**src/rtl/weight_buf_rd_sched_if.sv**
```systemverilog
// ---------------------------------------------------------------------------
// weight_buf_rd_sched_if
//   Groups the command, buffer-read and output-stream signals of the weight
//   buffer read scheduler into one bundle.
//
//   Command   : cmd_valid / cmd_ready / cmd_base / cmd_len
//   Buffer    : mem_ena / mem_addr (scheduler -> buffer), mem_dout (buffer -> scheduler)
//   Output    : out_valid / out_ready / out_data / out_last
//   Status    : busy, done
//
//   Modports
//     master : the scheduler itself
//     slave  : the surrounding logic (command source, buffer, consumer)
// ---------------------------------------------------------------------------
interface weight_buf_rd_sched_if #(
    parameter int unsigned BUF_ADDR_W = 16,
    parameter int unsigned WIDTH      = 128
);
    logic                  cmd_valid;
    logic                  cmd_ready;
    logic [BUF_ADDR_W-1:0] cmd_base;
    logic [BUF_ADDR_W:0]   cmd_len;

    logic                  mem_ena;
    logic [BUF_ADDR_W-1:0] mem_addr;
    logic [WIDTH-1:0]      mem_dout;

    logic                  out_valid;
    logic                  out_ready;
    logic [WIDTH-1:0]      out_data;
    logic                  out_last;

    logic                  busy;
    logic                  done;

    modport master (
        input  cmd_valid, cmd_base, cmd_len, mem_dout, out_ready,
        output cmd_ready, mem_ena, mem_addr, out_valid, out_data, out_last, busy, done
    );

    modport slave (
        output cmd_valid, cmd_base, cmd_len, mem_dout, out_ready,
        input  cmd_ready, mem_ena, mem_addr, out_valid, out_data, out_last, busy, done
    );
endinterface

```
**src/rtl/weight_buf_rd_sched.sv**
```systemverilog
// ---------------------------------------------------------------------------
// weight_buf_rd_sched
//   Turns a (base, length) read command into a stream of buffer reads and
//   delivers the returned words, in order, on a valid/ready output stream.
//   Reads are only issued when the output FIFO is guaranteed to have room
//   for them, so the fixed-latency buffer port never needs a stall.
//
// Ports
//   clka      in   clock, rising edge
//   rst_n     in   asynchronous active-low reset
//   bus       if   master side of weight_buf_rd_sched_if:
//                  cmd_*  command handshake (cmd_len = 0 is legal)
//                  mem_*  buffer read port, data returns RD_LAT cycles after mem_ena
//                  out_*  output stream, out_last marks the final word
//                  busy   command in progress, done one-cycle completion pulse
//
// FIFO_DEPTH must be at least RD_LAT+2 to sustain one word per cycle.
// ---------------------------------------------------------------------------
module weight_buf_rd_sched #(
    parameter int unsigned BUF_ADDR_W = 16,
    parameter int unsigned WIDTH      = 128,
    parameter int unsigned RD_LAT     = 2,
    parameter int unsigned FIFO_DEPTH = 4
) (
    input logic                   clka,
    input logic                   rst_n,
    weight_buf_rd_sched_if.master bus
);
    localparam int unsigned LEN_W = BUF_ADDR_W + 1;
    localparam int unsigned PTR_W = (FIFO_DEPTH > 1) ? $clog2(FIFO_DEPTH) : 1;
    localparam int unsigned CNT_W = $clog2(FIFO_DEPTH + RD_LAT + 1);

    typedef enum logic [1:0] {
        StIdle  = 2'd0,
        StIssue = 2'd1,
        StDrain = 2'd2
    } state_e;

    // Control state
    state_e                r_state;
    state_e                w_state_nxt;
    logic                  r_done;
    logic                  w_done_nxt;
    logic [BUF_ADDR_W-1:0] r_base;
    logic [LEN_W-1:0]      r_len;
    logic [LEN_W-1:0]      r_issue_cnt;

    // Tag pipeline shadowing the buffer read latency
    logic [RD_LAT-1:0]     r_tag_vld;
    logic [RD_LAT-1:0]     r_tag_last;
    logic [RD_LAT-1:0]     w_tag_vld_nxt;
    logic [RD_LAT-1:0]     w_tag_last_nxt;

    // Output FIFO
    logic [WIDTH-1:0]      r_fifo_data [FIFO_DEPTH];
    logic [FIFO_DEPTH-1:0] r_fifo_last;
    logic [PTR_W-1:0]      r_wr_ptr;
    logic [PTR_W-1:0]      r_rd_ptr;
    logic [CNT_W-1:0]      r_fifo_cnt;

    logic                  w_idle;
    logic                  w_accept;
    logic                  w_len_zero;
    logic [CNT_W-1:0]      w_inflight;
    logic                  w_credit_ok;
    logic                  w_issue;
    logic                  w_last_issue;
    logic                  w_push;
    logic                  w_pop;
    logic                  w_out_valid;
    logic                  w_out_last;

    function automatic logic [PTR_W-1:0] ptr_inc(input logic [PTR_W-1:0] ptr);
        if (ptr == PTR_W'(FIFO_DEPTH - 1)) begin
            return '0;
        end
        return ptr + PTR_W'(1);
    endfunction

    // -----------------------------------------------------------------------
    // Command acceptance and issue credit
    // -----------------------------------------------------------------------
    assign w_idle     = (r_state == StIdle);
    assign w_accept   = bus.cmd_valid && w_idle;
    assign w_len_zero = (bus.cmd_len == '0);

    always_comb begin
        w_inflight = '0;
        for (int i = 0; i < int'(RD_LAT); i++) begin
            w_inflight = w_inflight + CNT_W'(r_tag_vld[i]);
        end
    end

    // Pops in the same cycle are deliberately not credited: this keeps the
    // credit check off the out_ready path and still sustains full rate when
    // FIFO_DEPTH >= RD_LAT+2.
    assign w_credit_ok  = (w_inflight + r_fifo_cnt) < CNT_W'(FIFO_DEPTH);
    assign w_issue      = (r_state == StIssue) && w_credit_ok;
    assign w_last_issue = w_issue && (r_issue_cnt == (r_len - LEN_W'(1)));

    // -----------------------------------------------------------------------
    // FSM
    // -----------------------------------------------------------------------
    always_comb begin
        w_state_nxt = r_state;
        w_done_nxt  = 1'b0;
        unique case (r_state)
            StIdle: begin
                if (w_accept) begin
                    if (w_len_zero) begin
                        w_done_nxt = 1'b1;
                    end else begin
                        w_state_nxt = StIssue;
                    end
                end
            end
            StIssue: begin
                if (w_last_issue) begin
                    w_state_nxt = StDrain;
                end
            end
            StDrain: begin
                if (w_pop && w_out_last) begin
                    w_state_nxt = StIdle;
                    w_done_nxt  = 1'b1;
                end
            end
            default: begin
                w_state_nxt = StIdle;
            end
        endcase
    end

    always_ff @(posedge clka or negedge rst_n) begin
        if (!rst_n) begin
            r_state     <= StIdle;
            r_done      <= 1'b0;
            r_base      <= '0;
            r_len       <= '0;
            r_issue_cnt <= '0;
        end else begin
            r_state <= w_state_nxt;
            r_done  <= w_done_nxt;
            if (w_accept && !w_len_zero) begin
                r_base      <= bus.cmd_base;
                r_len       <= bus.cmd_len;
                r_issue_cnt <= '0;
            end else if (w_issue) begin
                r_issue_cnt <= r_issue_cnt + LEN_W'(1);
            end
        end
    end

    // -----------------------------------------------------------------------
    // Tag pipeline: stage RD_LAT-1 lines up with the cycle mem_dout is valid
    // -----------------------------------------------------------------------
    always_comb begin
        w_tag_vld_nxt     = '0;
        w_tag_last_nxt    = '0;
        w_tag_vld_nxt[0]  = w_issue;
        w_tag_last_nxt[0] = w_last_issue;
        for (int i = 1; i < int'(RD_LAT); i++) begin
            w_tag_vld_nxt[i]  = r_tag_vld[i-1];
            w_tag_last_nxt[i] = r_tag_last[i-1];
        end
    end

    always_ff @(posedge clka or negedge rst_n) begin
        if (!rst_n) begin
            r_tag_vld  <= '0;
            r_tag_last <= '0;
        end else begin
            r_tag_vld  <= w_tag_vld_nxt;
            r_tag_last <= w_tag_last_nxt;
        end
    end

    // -----------------------------------------------------------------------
    // Output FIFO
    // -----------------------------------------------------------------------
    assign w_push      = r_tag_vld[RD_LAT-1];
    assign w_out_valid = (r_fifo_cnt != '0);
    assign w_out_last  = w_out_valid && r_fifo_last[r_rd_ptr];
    assign w_pop       = w_out_valid && bus.out_ready;

    // Storage needs no reset: out_data/out_last are masked while the FIFO is empty.
    always_ff @(posedge clka) begin
        if (w_push) begin
            r_fifo_data[r_wr_ptr] <= bus.mem_dout;
            r_fifo_last[r_wr_ptr] <= r_tag_last[RD_LAT-1];
        end
    end

    always_ff @(posedge clka or negedge rst_n) begin
        if (!rst_n) begin
            r_wr_ptr   <= '0;
            r_rd_ptr   <= '0;
            r_fifo_cnt <= '0;
        end else begin
            if (w_push) begin
                r_wr_ptr <= ptr_inc(r_wr_ptr);
            end
            if (w_pop) begin
                r_rd_ptr <= ptr_inc(r_rd_ptr);
            end
            case ({w_push, w_pop})
                2'b10:   r_fifo_cnt <= r_fifo_cnt + CNT_W'(1);
                2'b01:   r_fifo_cnt <= r_fifo_cnt - CNT_W'(1);
                default: r_fifo_cnt <= r_fifo_cnt;
            endcase
        end
    end

    // -----------------------------------------------------------------------
    // Outputs
    // -----------------------------------------------------------------------
    assign bus.cmd_ready = w_idle;
    assign bus.mem_ena   = w_issue;
    assign bus.mem_addr  = r_base + r_issue_cnt[BUF_ADDR_W-1:0];
    assign bus.out_valid = w_out_valid;
    assign bus.out_data  = w_out_valid ? r_fifo_data[r_rd_ptr] : '0;
    assign bus.out_last  = w_out_last;
    assign bus.busy      = !w_idle;
    assign bus.done      = r_done;

    // The credit rule must make FIFO overflow impossible.
    a_no_push_when_full: assert property (
        @(posedge clka) disable iff (!rst_n)
        !(w_push && (r_fifo_cnt == CNT_W'(FIFO_DEPTH)))
    );

    a_credit_bound: assert property (
        @(posedge clka) disable iff (!rst_n)
        (w_inflight + r_fifo_cnt) <= CNT_W'(FIFO_DEPTH)
    );
endmodule

```
**src/flat_wrapper.sv**
```systemverilog
// flat-port wrapper written by rule: the top's interface ports become plain ports
module weight_buf_rd_sched_flat 
#(
    parameter int unsigned BUF_ADDR_W = 16,
    parameter int unsigned WIDTH      = 128,
    parameter int unsigned RD_LAT     = 2,
    parameter int unsigned FIFO_DEPTH = 4
)
  (clka, rst_n, bus_cmd_valid, bus_cmd_base, bus_cmd_len, bus_mem_dout, bus_out_ready, bus_cmd_ready, bus_mem_ena, bus_mem_addr, bus_out_valid, bus_out_data, bus_out_last, bus_busy, bus_done);
  weight_buf_rd_sched_if #(.BUF_ADDR_W(BUF_ADDR_W), .WIDTH(WIDTH)) bus_i ();
  input logic clka;
  input logic rst_n;
  input wire logic [$bits(bus_i.cmd_valid)-1:0] bus_cmd_valid;
  input wire logic [$bits(bus_i.cmd_base)-1:0] bus_cmd_base;
  input wire logic [$bits(bus_i.cmd_len)-1:0] bus_cmd_len;
  input wire logic [$bits(bus_i.mem_dout)-1:0] bus_mem_dout;
  input wire logic [$bits(bus_i.out_ready)-1:0] bus_out_ready;
  output wire logic [$bits(bus_i.cmd_ready)-1:0] bus_cmd_ready;
  output wire logic [$bits(bus_i.mem_ena)-1:0] bus_mem_ena;
  output wire logic [$bits(bus_i.mem_addr)-1:0] bus_mem_addr;
  output wire logic [$bits(bus_i.out_valid)-1:0] bus_out_valid;
  output wire logic [$bits(bus_i.out_data)-1:0] bus_out_data;
  output wire logic [$bits(bus_i.out_last)-1:0] bus_out_last;
  output wire logic [$bits(bus_i.busy)-1:0] bus_busy;
  output wire logic [$bits(bus_i.done)-1:0] bus_done;
  assign bus_i.cmd_valid = bus_cmd_valid;
  assign bus_i.cmd_base = bus_cmd_base;
  assign bus_i.cmd_len = bus_cmd_len;
  assign bus_i.mem_dout = bus_mem_dout;
  assign bus_i.out_ready = bus_out_ready;
  assign bus_cmd_ready = bus_i.cmd_ready;
  assign bus_mem_ena = bus_i.mem_ena;
  assign bus_mem_addr = bus_i.mem_addr;
  assign bus_out_valid = bus_i.out_valid;
  assign bus_out_data = bus_i.out_data;
  assign bus_out_last = bus_i.out_last;
  assign bus_busy = bus_i.busy;
  assign bus_done = bus_i.done;
  weight_buf_rd_sched #(.BUF_ADDR_W(BUF_ADDR_W), .WIDTH(WIDTH), .RD_LAT(RD_LAT), .FIFO_DEPTH(FIFO_DEPTH)) u_core (.clka(clka), .rst_n(rst_n), .bus(bus_i));
endmodule
```
**config.mk**
```make
export PLATFORM = sky130hd
export DESIGN_NAME = weight_buf_rd_sched_flat
export DESIGN_NICKNAME = d
export VERILOG_FILES = /design/src/rtl/weight_buf_rd_sched_if.sv /design/src/rtl/weight_buf_rd_sched.sv /design/src/flat_wrapper.sv
export SDC_FILE = /design/constraint.sdc
export NUM_CORES = 1
export LEC_CHECK = 0
export ABC_AREA = 1
export BUFFER_PORTS_ARGS = -buffer_cell sky130_fd_sc_hd__clkbuf_2
export CORE_ASPECT_RATIO = 0.6
export CORE_MARGIN = 2
export CORE_UTILIZATION = 30
export CTS_CLUSTER_DIAMETER = 60
export DETAILED_ROUTE_END_ITERATION = 7
export PLACE_DENSITY = 0.5
export RECOVER_POWER = 100
export SLEW_MARGIN = 30
export SYNTH_ARGS = -nofsm -noshare
export SYNTH_HDL_FRONTEND = slang
export SYNTH_SLANG_ARGS = --single-unit
```
**constraint.sdc**
```tcl
create_clock -name clka -period 9.1 [get_ports clka]
set_input_delay 0.91 -clock clka [delete_from_list [all_inputs] [get_ports clka]]
set_output_delay 0.91 -clock clka [all_outputs]
set_load 0.1 [all_outputs]
```
Word-level counts from Yosys, hierarchy flattened
Memory sizes are Yosys's and may differ from the RTL's.
Cells that the tools add are included.

cells by class
  add/subtract/negate cells = 9
  $lt $le $gt $ge = 4
  equality and inequality tests = 11
  muxes and demuxes = 28
  reductions and logical operators = 16

operators by type and width
  cell                                                    number
  2-to-1 mux 128 bit                                      1
  2-to-1 mux 17 bit                                       2
  adder 17 x 1 -> 17 bit (second input constant)          1
  == test 17 bit                                          1
  zero test 17 bit                                        1
  subtractor 17 x 1 -> 17 bit (second input constant)     1
  adder 16 bit                                            1
  2-to-1 mux 2 bit                                        8
  2-to-1 mux 1 bit                                        11
  == test 2 bit (second input constant)                   4
  logical AND 1 bit                                       8
  < comparator 2 x 3 -> 1 bit (second input constant)     2
  one-hot mux 2 bit (3 select lines)                      1
  one-hot mux 3 bit (2 select lines)                      1
  adder 2 x 1 -> 2 bit (second input constant)            2
  bitwise mux 4 bit                                       1
  == test 2 x 1 -> 1 bit (second input constant)          2
  inequality test 2 x 1 -> 1 bit (second input constant)  2
  inequality test 2 bit (second input constant)           2
  AND reduction 4 bit                                     1
  nonzero test 2 bit                                      2
  adder 3 x 1 -> 3 bit (second input constant)            1
  adder 3 bit                                             1
  < comparator 3 bit (second input constant)              1
  other kinds (9)                                         10

word-level totals
  bits in registers = 68
  memory bits (writable) = 512
  bits of input ports = 165
  word-level logic and storage cells = 80
  memories kept = 1

memory list
  memory              depth  bits a word  read ports  clocked after Yosys merged registers in  write ports  RTL line                   source
  u_core.r_fifo_data  4      128          1           0                                        1            weight_buf_rd_sched.sv:55  logic [WIDTH-1:0] r_fifo_data [FIFO_DEPTH];

Depth between registers and ports, before layout
Gate-level depths: netlist of run 1.

  word-level depth = 7
  mapped depth = 15
  mapped depth without buffers = 15

Worst setup path after synthesis of run 1
No wires, ideal clock.

  path kind = reg2out
  start = register u_core.r_issue_cnt[2]
  end = output port bus_mem_addr[9]
  data arrival time = 3.004 ns
  required time = 8.190 ns
  slack = 5.186 ns
  stages on the path, launching flop included = 8
  path through = dfrtp_1 ha_1 a21oi_1 nand2_1 a21boi_0 o21ai_1 a31oi_1 xor2_1

on the way
  word-level cells in the longest chain between the ends = 1

RTL lines
  item                    RTL line                    source
  from (decl)             weight_buf_rd_sched.sv:46   logic [LEN_W-1:0] r_issue_cnt;
  from (signal assigned)  weight_buf_rd_sched.sv:149  r_issue_cnt <= r_issue_cnt + LEN_W'(1);
  adder 16 bit            weight_buf_rd_sched.sv:219  assign bus.mem_addr = r_base + r_issue_cnt[BUF_ADDR_W-1:0];
  to (decl)               flat_wrapper.sv:20          output wire logic [$bits(bus_i.mem_addr)-1:0] bus_mem_addr;

No other way between the ends.

Worst setup path in the final report of run 1
  start = register u_core.r_wr_ptr[0]
  end = memory u_core.r_fifo_data[2][2] (enable)

RTL lines
  item                    RTL line                    source
  from (decl)             weight_buf_rd_sched.sv:57   logic [PTR_W-1:0] r_wr_ptr;
  from (signal assigned)  weight_buf_rd_sched.sv:201  r_wr_ptr <= ptr_inc(r_wr_ptr);
  to (decl)               weight_buf_rd_sched.sv:55

Straight into the memory's write port.

==> metrics.md, run 1 <==
| Metric | Value |
|---|---|
| Routed Antenna Nets | 0 |
| # port buffers | 314 |
| Critical path capture point type | flop |
| Num ports | 315 |
| Ys Warns | 0 |
| GPL Wtd Cong | 0.821 |
| Sequential element share of the synthesized area | 70.2% |
| Post-CTS Setup Bufs | 0 |
| Die area | 83500 um^2 |
| Crit-path slowest cell | clkbuf_1 |
| Netlist cell types | 44 |
| RR Endpoint | u_core.r_fifo_data[2][2] |
| CTS root buf | clkbuf_16 |
| Core area | 79900 um^2 |
| Worst R2R Start | u_core.r_wr_ptr[0] |
| CTS tree | done |
| Worst path cell trace | inv_1, ha_1, nand2_1, clkinvlp_2, clkbuf_1, clkbuf_2 |
| WP depth | 6 |
| Final setup vio count | 0 |
| CTS Buf Count | 59 |
| Type of the tightest min-delay check | flop to flop |
| Skew-Pair Late Insertion Delay | 620 ps |
| Setup crit start | u_core.r_wr_ptr[0] |
| H-tree Lvls | 2 |
| Synthesized area | 24400 um^2 |
| Max-Cap Viols | 11 |
| RSZ-0062 raised after global routing | false |
| Worst path required time | 9320 ps |
| Worst setup path endpoint | u_core.r_fifo_data[2][2] |
| Final Critical Period | 6360 ps |
| Vias | 16500 |
| Share of layout cells above drive strength 1 | 7.28% |
| Worst Tran Pin Value | 4440 ps |
| Die width | 372 um |
| CP top delay family | buffers and inverters |
| Status | finished with violations |
| Clk slew on worst S/H paths | 60 ps |
| Drt drc | 0 |
| Hold Fails Final Rpt | 0 |
| Post-Syn Instances | 2139 |
| Post-synth EDFFs | 516 |
| First-pass GRT wire length | 96800 um |
| Dpl hpwl | 37200 um |
| Area Overhead vs Synth | 18.0% |
| Ranking of synthesized cells by area | edfxtp_1 (64%), nor2_1 (8.5%), dfrtp_1 (6.6%) |
| Share of the synthesized area in the top cell type | 63.6% |
| Buffers from clock root to sink, at most | 3 |
| Post-CTS Hold Fix Bufs | 0 |
| GRT Util Overall | 15.0% |
| Main synth FF type | edfxtp_1 |
| CP max FO | 52 |
| Fillers | 7930 |
| Register bit count reported by yosys | 580 |
| Ys async rst share | 11.0% |
| Number of global-route vias before repair | 16200 |
| Die H | 225 um |
| Syn nets | 2331 |
| WS Path Type | flop to flop |
| Drt initial violations | 1180 |
| Post-CTS resize count | 0 |
| Vias per Instance | 4.67 |
| Worst rel slew slack | -198% |
| Routed WL per cell | 18.1 um |
| R2r setup slk | 2740 ps |
| Routed WL | 64000 um |
| Setup TNS | 0 ps |
| Nets | 2615 |
| Initial antenna violation count | 2 |
| Crit path buffers/inverters | 4 |
| Avg Synthesized Cell Area | 11.4 um^2 |
| Hold path startpoint | u_core.r_tag_last[0] |
| Largest net degree at the start of global routing | 157 |
| WP data arrival | 6580 ps |
| R2R depth | 6 |
| Failing checks | capacitance limit, slew limit |
| Area leader, netlist | edfxtp_1 |
| Gr ovfl total | 0 |
| Detailed Routing Iterations Pass 1 | 5 |
| Final Cycle Share | 69.9% |
| Crit start category | flop |
| Row count | 80 |
| Worst-case clock skew | 15.7 ps |
| Starting Density | 30.5% |
| # clock sinks | 580 |
| Critical Path Max Stage Delay | 2470 ps |
| Slew Limit Fails | 554 |
| Max Fclk | 157 MHz |
## sequential cells by signal (all words and copies together), names as in the netlist
name and count:
u_core.r_fifo_cnt 3, u_core.r_fifo_data 512, u_core.bus.done 1, u_core.r_len 17
u_core.r_wr_ptr 2, u_core.r_state 2, u_core.r_issue_cnt 17, u_core.r_rd_ptr 2
u_core.r_fifo_last 4, u_core.r_tag_vld 2, u_core.r_tag_last 2, u_core.r_base 16
## through the flow
stage | std cells | hold WS (ps) | utilization (%) | cell area [um^2] | setup WS [ps]
floorplan | 2139 | 331 | - | 24400 | 5190
global route | 3540 | 360 | 36.0 | 28700 | 2170
global placement | 3425 | 335 | 33.7 | 27000 | 4480
finish | 3541 | 352 | 36.0 | 28700 | 2740
CTS | 3537 | 357 | 36.4 | 29100 | 3870
detailed placement | 3425 | 336 | 33.8 | 27000 | 4580
## layout make-up
cell class	instances	area (um^2)	area share [%]
sequential	580	17100	59.5
tap	1066	1330	4.64
inverter	93	370	1.29
antenna	1	2.50	0.00871
multi-input combinational	1357	6430	22.4
clock buffer	72	1570	5.46
clock inverter	40	542	1.89
timing repair buffer	332	1390	4.85
## kinds of logic (layout without fill, tap and decap cells)
family                   Yosys count  count (layout)  synth area share (%)
AND/OR/NAND/NOR                  832             832                  13.9
buffers and inverters            202             537                  3.37
XOR/XNOR                          36              36                  1.41
flip-flops                       580             580                  70.2
adder cells (fa/ha/maj)           27              27                  1.45
AO/OA/AOI/OAI                    462             462                  9.65
other                              0               1                     0
## cells in the final DEF, fill, tap and decap left out, types with 13 or more instances in the layout
cell type  synthesis  layout
dfrtp_1           64      63
clkbuf_16          0      61
o21ai_0          295     296
inv_1             86      82
a21oi_1          152     152
edfxtp_1         516     516
nand2_1          184     184
nand3_1           40      40
clkbuf_2           0      40
nor2_1           550     552
ha_1              25      25
xor2_1            27      27
clkbuf_1          63     292
clkinv_1           0      13
## synthesized netlist by cell type (all sizes together) (2+ instances only)
cell / count
a31oi: 2
o31ai: 2
o21ai: 297
inv: 93
xor2: 27
edfxtp: 516
nor4: 4
xnor2: 7
nand4: 12
nand3b: 2
or2: 2
fa: 2
nor2: 561
a21oi: 154
nor3: 11
nand3: 48
nand2: 191
ha: 25
buf: 46
dfrtp: 64
clkbuf: 63
## how the worst min path moves through the flow
stage                           end  slack [ps]  cells past startpoint
2_1_floorplan  u_core.r_tag_last[1]         330                      0
3_3_place_gp   u_core.r_tag_last[1]         340                      0
3_5_place_dp   u_core.r_tag_last[1]         340                      0
4_1_cts        u_core.r_tag_last[1]         360                      0
5_1_grt        u_core.r_tag_last[1]         360                      0
6_report       u_core.r_tag_last[1]         350                      0
## layer usage
layer | vias to the layer above | share of wire (%) | track usage (%)
met4 | 4 | 1.5 | 3.17
met1 | 8125 | 49 | 21.9
met2 | 341 | 45 | 23.3
li1 | 7997 | - | -
met5 | - | 0.033 | 0
met3 | 74 | 4.8 | 2.71
Power of run 1 is left out: the tool's default activity adds up to more than one toggle a clock period on the data nets, which glitch-free logic cannot reach.
==> inputs of run 2 (changes only) <==
==> constraint.sdc (replaced) <==
create_clock -name clka -period 5.88 [get_ports clka]
set_input_delay 0.588 -clock clka [delete_from_list [all_inputs] [get_ports clka]]
set_output_delay 0.588 -clock clka [all_outputs]
set_load 0.1 [all_outputs]
==> run 2 against run 1 <==
  * The flow still finishes with violations (capacitance limit, slew limit)
  * Critical path type is now flop to output pin
  * Non-clock buffer count up 8
  * Die area unchanged
  * Clock-buffer cell count up 7
  * Critical path depth up 1
  * Setup slack worse by 1700 ps
  * Design area down 0.64%
  * Via count about the same
==> metrics.md, run 2 (synthesis results as in run 1) <==
| Metric | Value |
|---|---|
| Largest net degree at the start of global routing | 149 |
| Skew-Pair Late Insertion Delay | 620 ps |
| Biggest regs | u_core.r_fifo_data (512), u_core.r_issue_cnt (17), u_core.r_len (17) |
| Worst hold slack | 165 ps |
| Most frequent cells in the layout | nor2_1 (552), edfxtp_1 (516), clkbuf_1 (299) |
| Drt drc | 0 |
| Slew Limit Fails | 276 |
| Area Overhead vs Synth | 17.2% |
| Drt initial violations | 1342 |
| Post-CTS Hold Fix Bufs | 0 |
| Die area | 83500 um^2 |
| R2r setup slk | 1380 ps |
| Vias | 16500 |
| Die width | 372 um |
| Most common cell after layout, fill and taps aside | nor2_1 |
| Placed Cells | 3433 |
| CP max FO | 52 |
| Detailed Routing Iterations Pass 1 | 7 |
| Hold Fails Final Rpt | 0 |
| Critical path capture point type | output pin |
| Vias per Instance | 4.66 |
| Gr ovfl total | 0 |
| Final Cycle Share | 81.6% |
| Setup TNS | 0 ps |
| CTS tree | done |
| Worst path required time | 5290 ps |
| First-pass GRT wire length | 97700 um |
| Final Critical Period | 4800 ps |
| Hold path startpoint | bus_cmd_base[13] |
| Clk slew on worst S/H paths | 60 ps |
| Starting Density | 30.5% |
| GRT Util Overall | 15.2% |
| Row count | 80 |
| Post-CTS Setup Bufs | 0 |
| Worst setup path endpoint | bus_out_data[13] |
| Die H | 225 um |
| Routed Antenna Nets | 0 |
| Nets | 2622 |
| Failing checks | capacitance limit, slew limit |
| Non-Filler Instances | 3546 |
| CTS root buf | clkbuf_16 |
| WS Path Type | flop to output pin |
| Final setup vio count | 0 |
| Num ports | 315 |
| Worst Tran Pin Value | 3490 ps |
| Crit start category | flop |
| Core area | 79900 um^2 |
| R2R depth | 5 |
| Dpl hpwl | 38500 um |
| Post-CTS resize count | 0 |
| GPL Wtd Cong | 0.820 |
| H-tree Lvls | 2 |
| Type of the tightest min-delay check | input pin to flop |
| Share of layout cells above drive strength 1 | 7.30% |
| CTS Buf Count | 58 |
| Initial antenna violation count | 4 |
| Routed WL per cell | 18.3 um |
| Utilization after layout | 35.7% |
| Worst R2R Start | u_core.r_wr_ptr[1] |
| Worst rel slew slack | -133% |
| Max FFs per register | 512 |
| Largest Register | u_core.r_fifo_data |
| RR Endpoint | u_core.r_fifo_data[1][8] |
| Status | finished with violations |
| Worst-case clock skew | 12.6 ps |
| Setup crit start | u_core.r_rd_ptr[1] |
| Routed WL | 65100 um |
| # port buffers | 314 |
| Max Fclk | 208 MHz |
| WP data arrival | 4210 ps |
| RSZ-0062 raised after global routing | false |
| # clock sinks | 580 |
| Buffers from clock root to sink, at most | 3 |
| Max-Cap Viols | 6 |
| Number of global-route vias before repair | 16300 |
## run 2: cell types whose count changed in the layout (fill, tap and decap cells not counted), moves of 2 or more
cell and change:
buf_6 -2, inv_8 -2, clkinv_2 +5, buf_4 +8
bufinv_16 -8, clkbuf_16 -2, clkinv_4 -2, clkbuf_1 +7
clkinv_1 -4, clkbuf_8 +4, inv_6 +2
## run 2: per-stage QoR
step | setup slack [ps] | cell area [um^2]
after global placement | 2290 | 27000
after detailed placement | 2260 | 27000
after floorplan | 2220 | 24400
after CTS | 1560 | 28900
after global routing | 761 | 28500
final | 1080 | 28600
## run 2: routing by layer
metal / global-route usage (%) / wire length (um) / part of all wire (%)
met1: 21.9 / 31600 / 49
met2: 23.8 / 29100 / 45
met3: 3.02 / 3340 / 5.1
met4: 3.23 / 1030 / 1.6
met5: 0 / 7 / 0.011
## run 2: worst min-delay path by stage
stage	endpoint	slack (ps)	cells after the start
2_1_floorplan	u_core.bus.done	290	0
3_3_place_gp	u_core.r_tag_last[1]	340	0
3_5_place_dp	u_core.r_tag_last[1]	340	0
4_1_cts	u_core.r_base[13]	120	3
5_1_grt	u_core.r_base[13]	120	3
6_report	u_core.r_base[13]	170	3
## run 2: critical path, stage by stage, from the launching register on
cell      delay, ps
dfrtp_4         560
clkbuf_2        790
buf_4           560
buf_16          250
nor2_1          120
o21ai_0          80
a21oi_1         250
clkbuf_1        900
## run 2: area by class of cell
class	instances	area, um^2
diodes	1	2.50
clock buffers	79	1590
fillers	7996	51300
flip-flops and latches	580	17100
clock inverters	30	287
repair buffers	340	1440
well taps	1066	1330
inverters	93	364
multi-input cells	1357	6430
Power of run 2 is left out for the same reason.
